[src/rtl/bus_device_port.sv]
// Device-side endpoint for the bus arbiter: a TX FIFO feeding pndng/pop/D_pop,
// an ID-filtered RX FIFO fed by push/D_push, and sticky protocol-error flags.

module bus_device_port_fifo #(
    parameter int W     = 24,
    parameter int DEPTH = 8,
    parameter int CW    = $clog2(DEPTH + 1)
) (
    input  logic          clk,
    input  logic          reset,
    input  logic          wr,
    input  logic [W-1:0]  wdata,
    input  logic          rd,
    output logic [W-1:0]  head,
    output logic [CW-1:0] count
);
    localparam int AW = $clog2(DEPTH);

    logic [W-1:0]  mem [DEPTH];
    logic [AW-1:0] wptr;
    logic [AW-1:0] rptr;

    // Power-of-two depth lets the pointers wrap through natural overflow.
    always_ff @(posedge clk) begin
        if (reset) begin
            wptr  <= '0;
            rptr  <= '0;
            count <= '0;
        end else begin
            if (wr) wptr <= wptr + 1'b1;
            if (rd) rptr <= rptr + 1'b1;
            if (wr && !rd)
                count <= count + 1'b1;
            else if (!wr && rd)
                count <= count - 1'b1;
        end
    end

    // Storage is not reset; stale entries are hidden by the zero-forced head.
    always_ff @(posedge clk) begin
        if (!reset && wr)
            mem[wptr] <= wdata;
    end

    assign head = (count != '0) ? mem[rptr] : '0;
endmodule

module bus_device_port #(
    parameter int         PCKG_SZ = 24,
    parameter int         DEPTH   = 8,
    parameter logic [7:0] DEV_ID  = 8'h00,
    parameter int         CW      = $clog2(DEPTH + 1)
) (
    input  logic               clk,
    input  logic               reset,
    input  logic               tx_valid,
    input  logic [PCKG_SZ-1:0] tx_data,
    output logic               tx_ready,
    output logic               rx_valid,
    output logic [PCKG_SZ-1:0] rx_data,
    input  logic               rx_ready,
    output logic               pndng,
    output logic [PCKG_SZ-1:0] D_pop,
    input  logic               pop,
    input  logic               push,
    input  logic [PCKG_SZ-1:0] D_push,
    output logic [CW-1:0]      tx_count,
    output logic [CW-1:0]      rx_count,
    output logic               rx_overflow,
    output logic               rx_misroute,
    output logic               pop_underflow
);
    localparam logic [7:0] BCAST = 8'hFF;

    logic tx_wr, tx_rd;
    logic rx_wr, rx_rd;
    logic rx_full;
    logic id_ok;

    // Handshake outputs come only from registered counts.
    assign tx_ready = (tx_count != CW'(DEPTH));
    assign pndng    = (tx_count != '0);
    assign rx_valid = (rx_count != '0);
    assign rx_full  = (rx_count == CW'(DEPTH));

    assign tx_wr = tx_valid && tx_ready;
    assign tx_rd = pop && pndng;
    assign rx_rd = rx_ready && rx_valid;

    assign id_ok = (D_push[PCKG_SZ-1 -: 8] == DEV_ID) ||
                   (D_push[PCKG_SZ-1 -: 8] == BCAST);
    // A full RX FIFO still accepts a push when a read frees a slot this cycle.
    assign rx_wr = push && id_ok && (!rx_full || rx_rd);

    bus_device_port_fifo #(.W(PCKG_SZ), .DEPTH(DEPTH), .CW(CW)) u_tx (
        .clk   (clk),
        .reset (reset),
        .wr    (tx_wr),
        .wdata (tx_data),
        .rd    (tx_rd),
        .head  (D_pop),
        .count (tx_count)
    );

    bus_device_port_fifo #(.W(PCKG_SZ), .DEPTH(DEPTH), .CW(CW)) u_rx (
        .clk   (clk),
        .reset (reset),
        .wr    (rx_wr),
        .wdata (D_push),
        .rd    (rx_rd),
        .head  (rx_data),
        .count (rx_count)
    );

    always_ff @(posedge clk) begin
        if (reset) begin
            rx_overflow   <= 1'b0;
            rx_misroute   <= 1'b0;
            pop_underflow <= 1'b0;
        end else begin
            if (push && !id_ok)                     rx_misroute   <= 1'b1;
            if (push && id_ok && rx_full && !rx_rd) rx_overflow   <= 1'b1;
            if (pop && !pndng)                      pop_underflow <= 1'b1;
        end
    end
endmodule
[config.mk]
export PLATFORM = sky130hd
export DESIGN_NAME = bus_device_port
export DESIGN_NICKNAME = d
export VERILOG_FILES = /design/src/rtl/bus_device_port.sv
export SDC_FILE = /design/constraint.sdc
export NUM_CORES = 1
export LEC_CHECK = 0
export CORE_MARGIN = 5
export CORE_UTILIZATION = 58
export DETAILED_ROUTE_END_ITERATION = 12
export PLACE_DENSITY = 0.76
export SLEW_MARGIN = 5
export SYNTH_ARGS = -nofsm -noshare
export SYNTH_HDL_FRONTEND = slang
export SYNTH_SLANG_ARGS = --single-unit
[constraint.sdc]
create_clock -name clk -period 5.8 [get_ports clk]
set_input_delay 0.58 -clock clk [delete_from_list [all_inputs] [get_ports clk]]
set_output_delay 0.58 -clock clk [all_outputs]
set_load 0.05 [all_outputs]
# After elaboration in Yosys (flattened, before gate mapping)

Memories as Yosys holds them, arrays and structs flattened. A register that Yosys moved wholly into a read port is not among the register bits.
Index checks and enable logic that the tools add are counted.

Reductions and logical operators: 30
Equal/unequal tests: 3
$add $sub $neg: 8
Muxes and demuxes: 14

Operators with widths:

| operator                                         | number |
|---|---|
| two-way mux 24 bit                               | 2 |
| two-way mux 4 bit                                | 4 |
| logical AND 1 bit                                | 15 |
| adder 3 x 1 -> 3 bit, second input constant      | 4 |
| two-way mux 3 bit                                | 4 |
| adder 4 x 1 -> 4 bit, second input constant      | 2 |
| equality test 8 bit, second input constant       | 1 |
| zero test 1 bit                                  | 8 |
| zero test 8 bit                                  | 1 |
| nonzero test 4 bit                               | 2 |
| subtractor 4 x 1 -> 4 bit, second input constant | 2 |
| equality test 4 bit, second input constant       | 1 |
| two-way mux 1 bit                                | 4 |
| != test 4 bit, second input constant             | 1 |
| nonzero test 2 bit                               | 2 |
| logical OR 1 bit                                 | 2 |

Memories kept: 2
RAM bits: 384
Logic and storage cells: 66
Output and inout bits: 62
Register bits after elaboration: 23
Bits of input ports: 54

Memory list:

| memory   | words | width | read ports | clocked after memory_dff | wr ports | RTL line | RTL |
|---|---|---|---|---|---|---|---|
| u_rx.mem | 8     | 24    | 1          | 1                        | 1        | 19       | `logic [W-1:0] mem [DEPTH];` |
| u_tx.mem | 8     | 24    | 1          | 1                        | 1        | 19       |  |

# Longest topological paths before layout

Gate-level depths: netlist of the first run.

Depth after elaboration: 8
Gate-level depth with buffers: 13
Mapped depth without buffers: 13

# Modules after synthesis

From an unflattened synthesis of the first run, not the netlist that was laid out.

Cell total of the unflattened synthesis: 773
Area total of the unflattened synthesis: 15999.1 µm²

Modules (own cells, without submodules):

| module               | seq. area each (µm²) | cells an instance | area an instance (µm²) | times used |
|---|---|---|---|---|
| bus_device_port_fifo | 6025.8               | 373               | 7897.6                 | 2 |
| bus_device_port      | 60.1                 | 27                | 203.9                  | 1 |

# Least setup slack after synthesis of the first run

OpenSTA, ideal clock, no wires.

Path type: register to register
Start: reg u_tx.count[0]
End: mem u_tx.mem[0][0], enable pin
Path buffers: 1
Setup time: 466 ps
Cell stages (with the launch flop): 7
Clock period less this slack: 4534 ps
Slack: 1266 ps
Required time: 5334 ps
Arrival: 4068 ps
Cells stage by stage: dfxtp_1 -> nor3_1 -> nand2_1 -> and2_1 -> buf_2 -> nand2b_1 -> nor4_1

Cells in the longest elaborated chain, start to end: 5

RTL lines:

| what                                    | RTL line | RTL |
|---|---|---|
| from (decl)                             | 15       | `output logic [CW-1:0] count` |
| from (signal assigned)                  | 33       | `count <= count + 1'b1;` |
| from (signal assigned)                  | 35       | `count <= count - 1'b1;` |
| != test 4 bit                           | 81       | `assign tx_ready = (tx_count != CW'(DEPTH));` |
| via tx_ready                            | 58       | `output logic tx_ready,` |
| logical AND 1 bit                       | 86       | `assign tx_wr = tx_valid && tx_ready;` |
| via tx_wr                               | 75       | `logic tx_wr, tx_rd;` |
| logical AND 1 bit                       | 41       | `if (!reset && wr)` |
| two-way mux 1 bit                       | 41       |  |
| two-way mux 1 bit (implied by the code) | 42       | `mem[wptr] <= wdata;` |
| to (decl)                               | 19       |  |

The timed path passes the listed nets, and every way through them passes these cells.

==> metrics.txt, run 1 <==
fraction of the mapped netlist area in compound gates=less than 1%; Slew @ Worst Pin=1314 ps; leading post-synthesis cells by cell area=edfxtp_1 (72%), mux4_2 (13%), dfxtp_1 (3.6%); number of top-level pins=roughly 120; HPWL Detailed=between 15 and 20 mm; hold slack final=537.3 ps; share of cell area taken by muxes after synthesis=between 15 and 20%; per-cell via count in the routed design=~6; DRC marker count from the first detailed-route iteration=between 700 and 800; setup repair bufs after CTS=0; Post-synth EDFFs=384; fraction of final layout cells sized beyond drive strength 1=a little over a fifth; basic-gate share of the synthesized area counting and, or, nand and nor cells=3.680%; wire length reported by the detailed router=~31 mm; antenna violations before repair=1; core box area=~27,000 µm²; Max Root-Sink Buffers=3; root cell of the clock tree=clkbuf_16; Final Instance Count excl. Fillers=between 1,000 and 1,500; drt drc=0; Clock H-tree levels=2; count of max-cap constraint violations=0; worst slew margin relative to its limit=approximately an eighth; hold bufs inserted after CTS=0; cell accounting for the most synthesized area=edfxtp_1; Clk pin slew, worst setup/hold paths=~60 ps; Setup Viol. Count Final=0; synthesized-area fraction occupied by adder cells=1.031%; Static Leak=~6 nW; top metal layer carrying routed signals=met5; horizontal extent of the die=176.2 µm; ratio of total power to cell area=473.9 nW/µm²; delay of the slowest cell on the worst path=about 960 ps; total gr overflow=0; count of yosys warnings during synthesis=0; CP arrival=roughly 3200 ps; final weighted congestion in routability-driven placement=roughly 0.78; combined area of all synthesized cells=16,020 µm²; Synth Flop Type=edfxtp_1; Antenna Nets Post-Route=0; final design utilization=between 60% and 70%; CP cell instances=mux4_2 -> mux2i_1 -> nor2_1 -> clkdlybuf4s50_1; total number of clock tree sinks=slightly above 400; CP endpoint kind=output port; number of library cell types mapped by synthesis=between 40 and 50; clock tree skew after final layout=about 9.6 ps; total inserted antenna cells=0; count of endpoints failing hold in the final timing report=0; routed metal-1 wirelength=12.46 mm; share of the clock period used by the worst path=65.29%; Initial Util=59.10%; Max Freq=264.1 MHz; post-cts repair resize count=0; Area growth syn-to-layout=17.97%; flip-flop and latch count after synthesis=about 410; largest net degree at the start of global routing=between 40 and 50; max-slew violation total from the final report=0; post-synthesis async set-or-reset flop share=0%; setup TNS after final layout=0 ps; number of nets produced by synthesis=834; dominant combinational cell family by area after synthesis=multiplexers; element type at the critical path start=register; sequential fraction of the synthesis area=75.63%; Synth Instances=~770; net count of the finished layout=between 900 and 1,000; total met3 wirelength after detailed routing=roughly 1.6 mm; Avg WL per Cell=between 20 and 25 µm; global-route wire length before repair=48.22 mm; slowest library cell on the worst path=dfxtp_4; critical path fanouts, max=48; post-synthesis share of cell area spent on xor and xnor gates=less than 1%; fin crit period=3787 ps; Core Rows=60; TritonCTS clock tree=done; WS Path Type=reg -> out; average size of a mapped cell=about 21 µm²; all-layer global routing usage=20.49%; count of buffers inserted at the top-level ports=around 120; area fraction of the dominant cell type after synthesis=just over 70%; number of global-route vias before repair=8,301; Inserted Clock Buffers=40; clock network latency to the later pin of the worst-skew pair=roughly 520 ps; RSZ-0062 raised after global routing=no; vias after detailed routing=a little under 8,000; number of placed instances with taps included=around 1,200; vertical die dimension=176.2 µm; kind of path behind the tightest hold check=reg -> reg; Final Power=8.953 mW; required time reported for the critical path endpoint=5220 ps; Detailed Routing Iterations Pass 1=5; status=complete, no violations; Worst VDD drop=0.0004306 V; met2 wire length=roughly 16 mm; area of the die=slightly above 30,000 µm²
## worst max-delay path, delay by kind of cell (launching register included)
family / cells / cell delay (ps)
mux: 2 / 880
simple gates: 1 / 80
flops: 1 / 960
buf+inv: 1 / 720
## flip-flops by register name (all words and copies together) (netlist names), named ones only
register       cells
u_rx.mem         192
u_tx.mem         192
u_rx.count         4
u_tx.count         4
u_rx.rptr          3
u_rx.wptr          3
u_tx.rptr          3
u_tx.wptr          3
pop_underflow      1
rx_misroute        1
rx_overflow        1
## cell usage after synthesis (all sizes together) (4+ instances only)
library cell / n
clkbuf: 12
edfxtp: 384
a21oi: 11
xnor2: 4
nand3: 5
nand2b: 6
xor2: 6
nor3: 6
inv: 8
mux2i: 52
dfxtp: 29
nand2: 10
nor2: 74
mux4: 96
buf: 22
nor4: 6
ha: 10
## cell usage in the layout, fill, tap and decap left out, types with 4 or more instances in the layout
master | netlist | routed
mux2i_1 | 52 | 52
inv_1 | 5 | 5
clkinv_1 | 0 | 4
xnor2_1 | 4 | 4
nor3_2 | 0 | 4
nor2_2 | 0 | 4
buf_4 | 2 | 21
dfxtp_1 | 29 | 25
xor2_1 | 6 | 6
clkdlybuf4s50_1 | 0 | 115
clkinv_2 | 0 | 11
ha_1 | 10 | 10
nand3_1 | 4 | 4
nor2_1 | 74 | 70
a21oi_1 | 9 | 9
clkbuf_1 | 12 | 11
nand2_1 | 9 | 9
mux4_2 | 96 | 96
edfxtp_1 | 384 | 384
clkbuf_16 | 0 | 41
nand2b_1 | 6 | 6
## through the flow
step,area [µm²],worst slack [ps]
floorplan,16020,1266
global placement,17640,2028
detailed placement,17640,1891
CTS,18890,1939
global route,18890,1801
finish,18890,2013
## area by class of cell
cell class / count / area (µm²)
fill: 1639 / 8208
clock inverter: 19 / 167.7
timing repair buffer: 136 / 1309
sequential: 413 / 12120
multi-input combinational: 313 / 3719
inverter: 8 / 30.03
clock buffer: 53 / 1081
tap: 372 / 465.4
## where the power goes
part           switching (mW)  internal [mW]  leakage, nW  total (mW)
Sequential              0.209           3.34         3.70        3.55
Combinational            1.82           1.11         1.61        2.94
Clock                    1.02           1.45        0.617        2.46
## routing by layer
metal	vias to the layer above	global-route usage, %
met2	234	35.89
met3	59	3.576
met5	-	0
li1	3423	-
met1	4023	26.37
met4	2	6.660
## kinds of logic (layout without fill, tap and decap cells)
| group | Yosys count | count (layout) |
|---|---|---|
| flip-flops | 413 | 413 |
| multiplexers | 149 | 149 |
| AND/OR/NAND/NOR | 122 | 122 |
| buffers and inverters | 42 | 216 |
| AO/OA/AOI/OAI | 20 | 20 |
| adder cells (fa/ha/maj) | 12 | 12 |
| XOR/XNOR | 10 | 10 |
## path summary, 6_finish.rpt
| path | cells past startpoint | endpoint | slack [ps] | from |
|---|---|---|---|---|
| hold / removal | 2 | u_tx.wptr[0] | 540 | u_tx.wptr[0] |
| setup reg to reg | 12 | u_tx.count[3] | 2950 | u_tx.count[0] |
| setup / recovery | 4 | D_pop[23] | 2010 | register |
| hold reg to reg | 2 | u_tx.wptr[0] | 540 | u_tx.wptr[0] |
(Power assumes the default switching activity.)
==> run 2, diff against run 1 <==
CORE_UTILIZATION = 53   (was 58)
PLACE_DENSITY = 0.73   (was 0.76)
clock period = 3.45 ns   (was 5.8 ns; I/O delays follow)
==> metrics.txt, run 2 (synthesis gave the netlist of run 1 again) <==
vias after detailed routing=between 7,000 and 8,000; critical path fanouts, max=26; Core Rows=63; number of top-level pins=roughly 120; Reg2Reg Capture Point=u_tx.count[3]; net switching share of the total power=about 34%; drt drc=0; number of global-route vias before repair=between 8,000 and 9,000; HPWL Detailed=around 17 mm; total inserted antenna cells=0; FF-to-FF Start=u_tx.count[0]; status=complete, no violations; RSZ-0062 raised after global routing=no; power share of the sequential group=around two fifths; count of max-cap constraint violations=0; Max Freq=just over 300 MHz; total gr overflow=0; core box area=slightly below 30,000 µm²; total number of clock tree sinks=slightly above 400; DRC marker count from the first detailed-route iteration=610; final weighted congestion in routability-driven placement=~0.7; worst-case reg-to-reg path depth=11; clock network latency to the later pin of the worst-skew pair=around 540 ps; top flop regs=u_rx.mem: 192 flops, u_tx.mem: 192 flops; horizontal extent of the die=~180 µm; origin of the worst min-delay path=u_tx.rptr[1]; all-layer global routing usage=between 10% and 20%; CP endpoint kind=output port; share of the clock period used by the worst path=about 94%; max-slew violation total from the final report=0; final design utilization=64.24%; element type at the critical path start=register; required time reported for the critical path endpoint=3110 ps; kind of path behind the tightest hold check=reg -> reg; Final Instance Count excl. Fillers=between 1,000 and 1,500; largest net degree at the start of global routing=49; most used cells in the layout excluding fill and tap cells=edfxtp_1 (384), clkdlybuf4s50_1 (114), mux4_2 (96); WS Path Type=reg -> out; global-route wire length before repair=~47 mm; Antenna Nets Post-Route=0; net count of the finished layout=just under 1,000; vertical die dimension=183.8 µm; leading cell type in the layout, fill and taps excluded=edfxtp_1; internal power=9.852 mW; Setup Viol. Count Final=0; setup slack of the most critical reg-to-reg path=930 ps; Max Root-Sink Buffers=3; Clk pin slew, worst setup/hold paths=about 60 ps; area of the die=around 34,000 µm²; fraction of final layout cells sized beyond drive strength 1=21.97%; hold bufs inserted after CTS=0; worst slew margin relative to its limit=64.27%; root cell of the clock tree=clkbuf_16; Slew @ Worst Pin=around 540 ps; power share of the clock group=27.0%; number of placed instances with taps included=1,274; reported net switching power=5.154 mW; ratio of total power to cell area=786.1 nW/µm²; count of buffers inserted at the top-level ports=roughly 120; Inserted Clock Buffers=40; CP arrival=~2900 ps; share of power burned in combinational logic=about 34%; Static Leak=6.001 nW; TritonCTS clock tree=done; Worst VDD drop=approximately 0.00076 V; Detailed Routing Iterations Pass 1=5; Clock H-tree levels=2; per-cell via count in the routed design=approximately 5.7; Area growth syn-to-layout=19.20%; count of endpoints failing hold in the final timing report=0; Initial Util=approximately 54%; Avg WL per Cell=about 23 µm; count of cells along the worst hold path=2; wire length reported by the detailed router=about 30 mm; clock tree skew after final layout=approximately 16 ps; antenna violations before repair=2; fin crit period=approximately 3200 ps
==> run 2: worst max path at each step <==
stage | from | to | cells past startpoint
after global routing | register | D_pop[3] | 5
after detailed placement | D_push[21] | u_rx.count[3] | 14
after CTS | register | D_pop[22] | 5
after floorplan | u_rx.count[0] | u_rx.mem[2][0] | 4
final | register | D_pop[0] | 5
after global placement | D_push[19] | u_rx.count[3] | 14
==> run 2: cell type report <==
type	instances	area, µm²
clock inverters	15	125.1
inverters	8	30.03
fillers	1985	10630
well taps	390	488.0
repair buffers	150	1479
clock buffers	57	1099
flip-flops and latches	413	12120
multi-input cells	313	3747
==> run 2: what timing repair did <==
item | in CTS | in global routing
setup endpoints to repair | 0 | 1
gates resized for setup | 0 | 1
setup buffers | 0 | 0
==> run 2: power by group through the flow <==
stage	clock network (mW)	logic [mW]	registers (mW)
global placement	0	5.16	5.91
detailed placement	0	5.20	5.92
CTS	4.12	5.23	5.81
floorplan	0	3.49	6.00
finish	4.05	5.15	5.81
global route	4.36	5.47	5.83
==> run 2: per-stage QoR <==
stage	setup TNS, ps	power (mW)	hold slack (ps)	area (µm²)	setup slack (ps)
3_3_place_gp	0	11.08	457.2	17860	286.6
4_1_cts	0	15.16	476.0	19090	142.5
5_1_grt	0	15.67	493.6	19090	61.67
6_report	0	15.01	477.1	19090	223.1
2_1_floorplan	-37570	9.492	443.9	16060	-782.8
3_5_place_dp	0	11.12	458.5	17860	206.8
==> run 2: critical path, cell delays in order (launching register included) <==
cell	delay [ps]
dfxtp_4	520
buf_12	270
mux4_2	550
mux2i_1	170
nor2_1	90
clkdlybuf4s50_1	730
==> run 2: metal layers <==
layer  wire, µm  global-route usage (%)
met3       1580                   3.482
met1      12970                   25.51
met5         25                       0
met4        457                   3.904
met2      15420                   31.03
==> run 3, diff against run 2 <==
CORE_MARGIN = 1   (was 5)
==> metrics.txt, run 3 (synthesis gave the netlist of run 1 again) <==
root cell of the clock tree=clkbuf_16; worst-case reg-to-reg path depth=11; Initial Util=between 50% and 60%; pre-CTS setup slack=roughly 200 ps; antenna violations before repair=1; area of the multi-input gates=around 3700 µm²; Area growth syn-to-layout=20.09%; final design utilization=between 60% and 70%; clock network latency to the later pin of the worst-skew pair=roughly 540 ps; fraction of final layout cells sized beyond drive strength 1=between 20% and 30%; element type at the critical path start=register; kind of path behind the tightest hold check=reg -> reg; required time reported for the critical path endpoint=3110 ps; horizontal extent of the die=around 180 µm; vias after detailed routing=roughly 7,700; status=complete, no violations; area of the die=approximately 31,000 µm²; reported net switching power=5.208 mW; vertical die dimension=175.8 µm; sequential standard cell area=approximately 12,000 µm²; share of the clock period used by the worst path=between 90 and 100%; most used cells in the layout excluding fill and tap cells=edfxtp_1 (384), clkdlybuf4s50_1 (115), mux4_2 (96); Inserted Clock Buffers=42; count of endpoints failing hold in the final timing report=0; power share of the clock group=between 20 and 30%; global-route wire length before repair=approximately 46 mm; share of power burned in combinational logic=around a third; Final Power=about 15 mW; top flop regs=u_rx.mem: 192 flops, u_tx.mem: 192 flops; setup slack of the most critical reg-to-reg path=920 ps; origin of the worst min-delay path=rx_misroute; per-cell via count in the routed design=roughly 5.7; FF-to-FF Start=u_tx.count[0]; number of top-level pins=116; drt drc=0; count of buffers inserted at the top-level ports=115; Antenna Nets Post-Route=0; Static Leak=6.064 nW; HPWL Detailed=about 17 mm; Clk pin slew, worst setup/hold paths=roughly 60 ps; DRC marker count from the first detailed-route iteration=approximately 500; net count of the finished layout=~1,000; TritonCTS clock tree=done; hold bufs inserted after CTS=0; Max Root-Sink Buffers=3; CP arrival=roughly 2900 ps; fin crit period=~3300 ps; Slew @ Worst Pin=about 670 ps; clock tree skew after final layout=~18 ps; setup TNS after final layout=0 ps; Detailed Routing Iterations Pass 1=5; Final Instance Count excl. Fillers=between 1,000 and 1,500; all-layer global routing usage=around a fifth; max-slew violation total from the final report=0; worst slew margin relative to its limit=a little under three fifths; Setup Viol. Count Final=0; total number of clock tree sinks=around 410; number of filler cells placed in the layout=between 1,500 and 2,000; Worst VDD drop=~0.00073 V; WS Path Type=reg -> out; Max Freq=just over 300 MHz; ratio of total power to cell area=799.6 nW/µm²; Reg2Reg Capture Point=u_tx.count[3]; RSZ-0062 raised after global routing=no; CP endpoint=D_pop[0]; number of global-route vias before repair=around 8,100; number of placed instances with taps included=around 1,300; critical path fanouts, max=20; largest net degree at the start of global routing=37; power share of the sequential group=38.2%; internal power=slightly above 10 mW; net switching share of the total power=between 30% and 40%; Clock H-tree levels=2; post-cts repair resize count=0; final worst slack=191.4 ps; final weighted congestion in routability-driven placement=0.7401; leading cell type in the layout, fill and taps excluded=edfxtp_1; wire length reported by the detailed router=a little under 30 mm; CP endpoint kind=output port; Core Rows=63; Avg WL per Cell=around 22 µm; core box area=29,720 µm²; total gr overflow=0; count of max-cap constraint violations=0
## run 3: changes by cell type in the layout (fill, tap and decap cells not counted), sizes merged
cell and change:
dlymetal6s2s -1, clkbuf -3, clkdlybuf4s50 +1, clkinv +6, bufinv +3, clkinvlp -1
diode +1, buf +1
## run 3: worst min-delay path by stage
stage	to	slack (ps)	cells past startpoint
6_report	rx_misroute	470	2
5_1_grt	rx_overflow	490	2
4_1_cts	rx_misroute	470	2
3_5_place_dp	rx_misroute	460	2
3_3_place_gp	rx_overflow	470	2
2_1_floorplan	u_rx.mem[0][0]	440	0
## run 3: final cells by class
class | count | area share, %
antenna | 1 | 0.01301
multi-input combinational | 313 | 19.48
clock inverter | 23 | 1.223
timing repair buffer | 151 | 7.754
inverter | 8 | 0.1561
tap | 390 | 2.537
clock buffer | 54 | 5.809
sequential | 413 | 63.02
## run 3: worst max-delay path: stages, from the launching register on
cell and delay, ps:
dfxtp_4 620, buf_12 240, mux4_2 510, mux2i_1 170, nor2_1 90, clkdlybuf4s50_1 730
## run 3: stage by stage
step | area, µm² | hold slack, ps
2_1_floorplan | 16060 | 443.9
3_3_place_gp | 17860 | 465.7
3_5_place_dp | 17860 | 456.6
4_1_cts | 19220 | 472.1
5_1_grt | 19230 | 487.7
6_report | 19230 | 470.1
## run 3: repair_timing
action                     in CTS  in global routing
hold endpoints to repair        0                  0
setup endpoints to repair       0                  2
buffers inserted                0                  1
## run 3: power by group through the flow
stage / logic, mW / clock network [mW] / registers, mW
after floorplan: 3.49 / 0 / 6.00
after global placement: 5.09 / 0 / 6.00
after detailed placement: 5.11 / 0 / 6.00
after CTS: 5.14 / 4.49 / 5.90
after global routing: 5.39 / 4.67 / 5.90
final: 5.10 / 4.41 / 5.87
## run 3: layer usage
metal  vias to the layer above  global-route usage, %  routed length, µm
met3                        50                  3.831               1641
met2                       204                  35.19              15440
met5                         -                      0                 17
met4                         2                  6.341                670
met1                      4009                  24.95              12050
li1                       3461                      -                  -
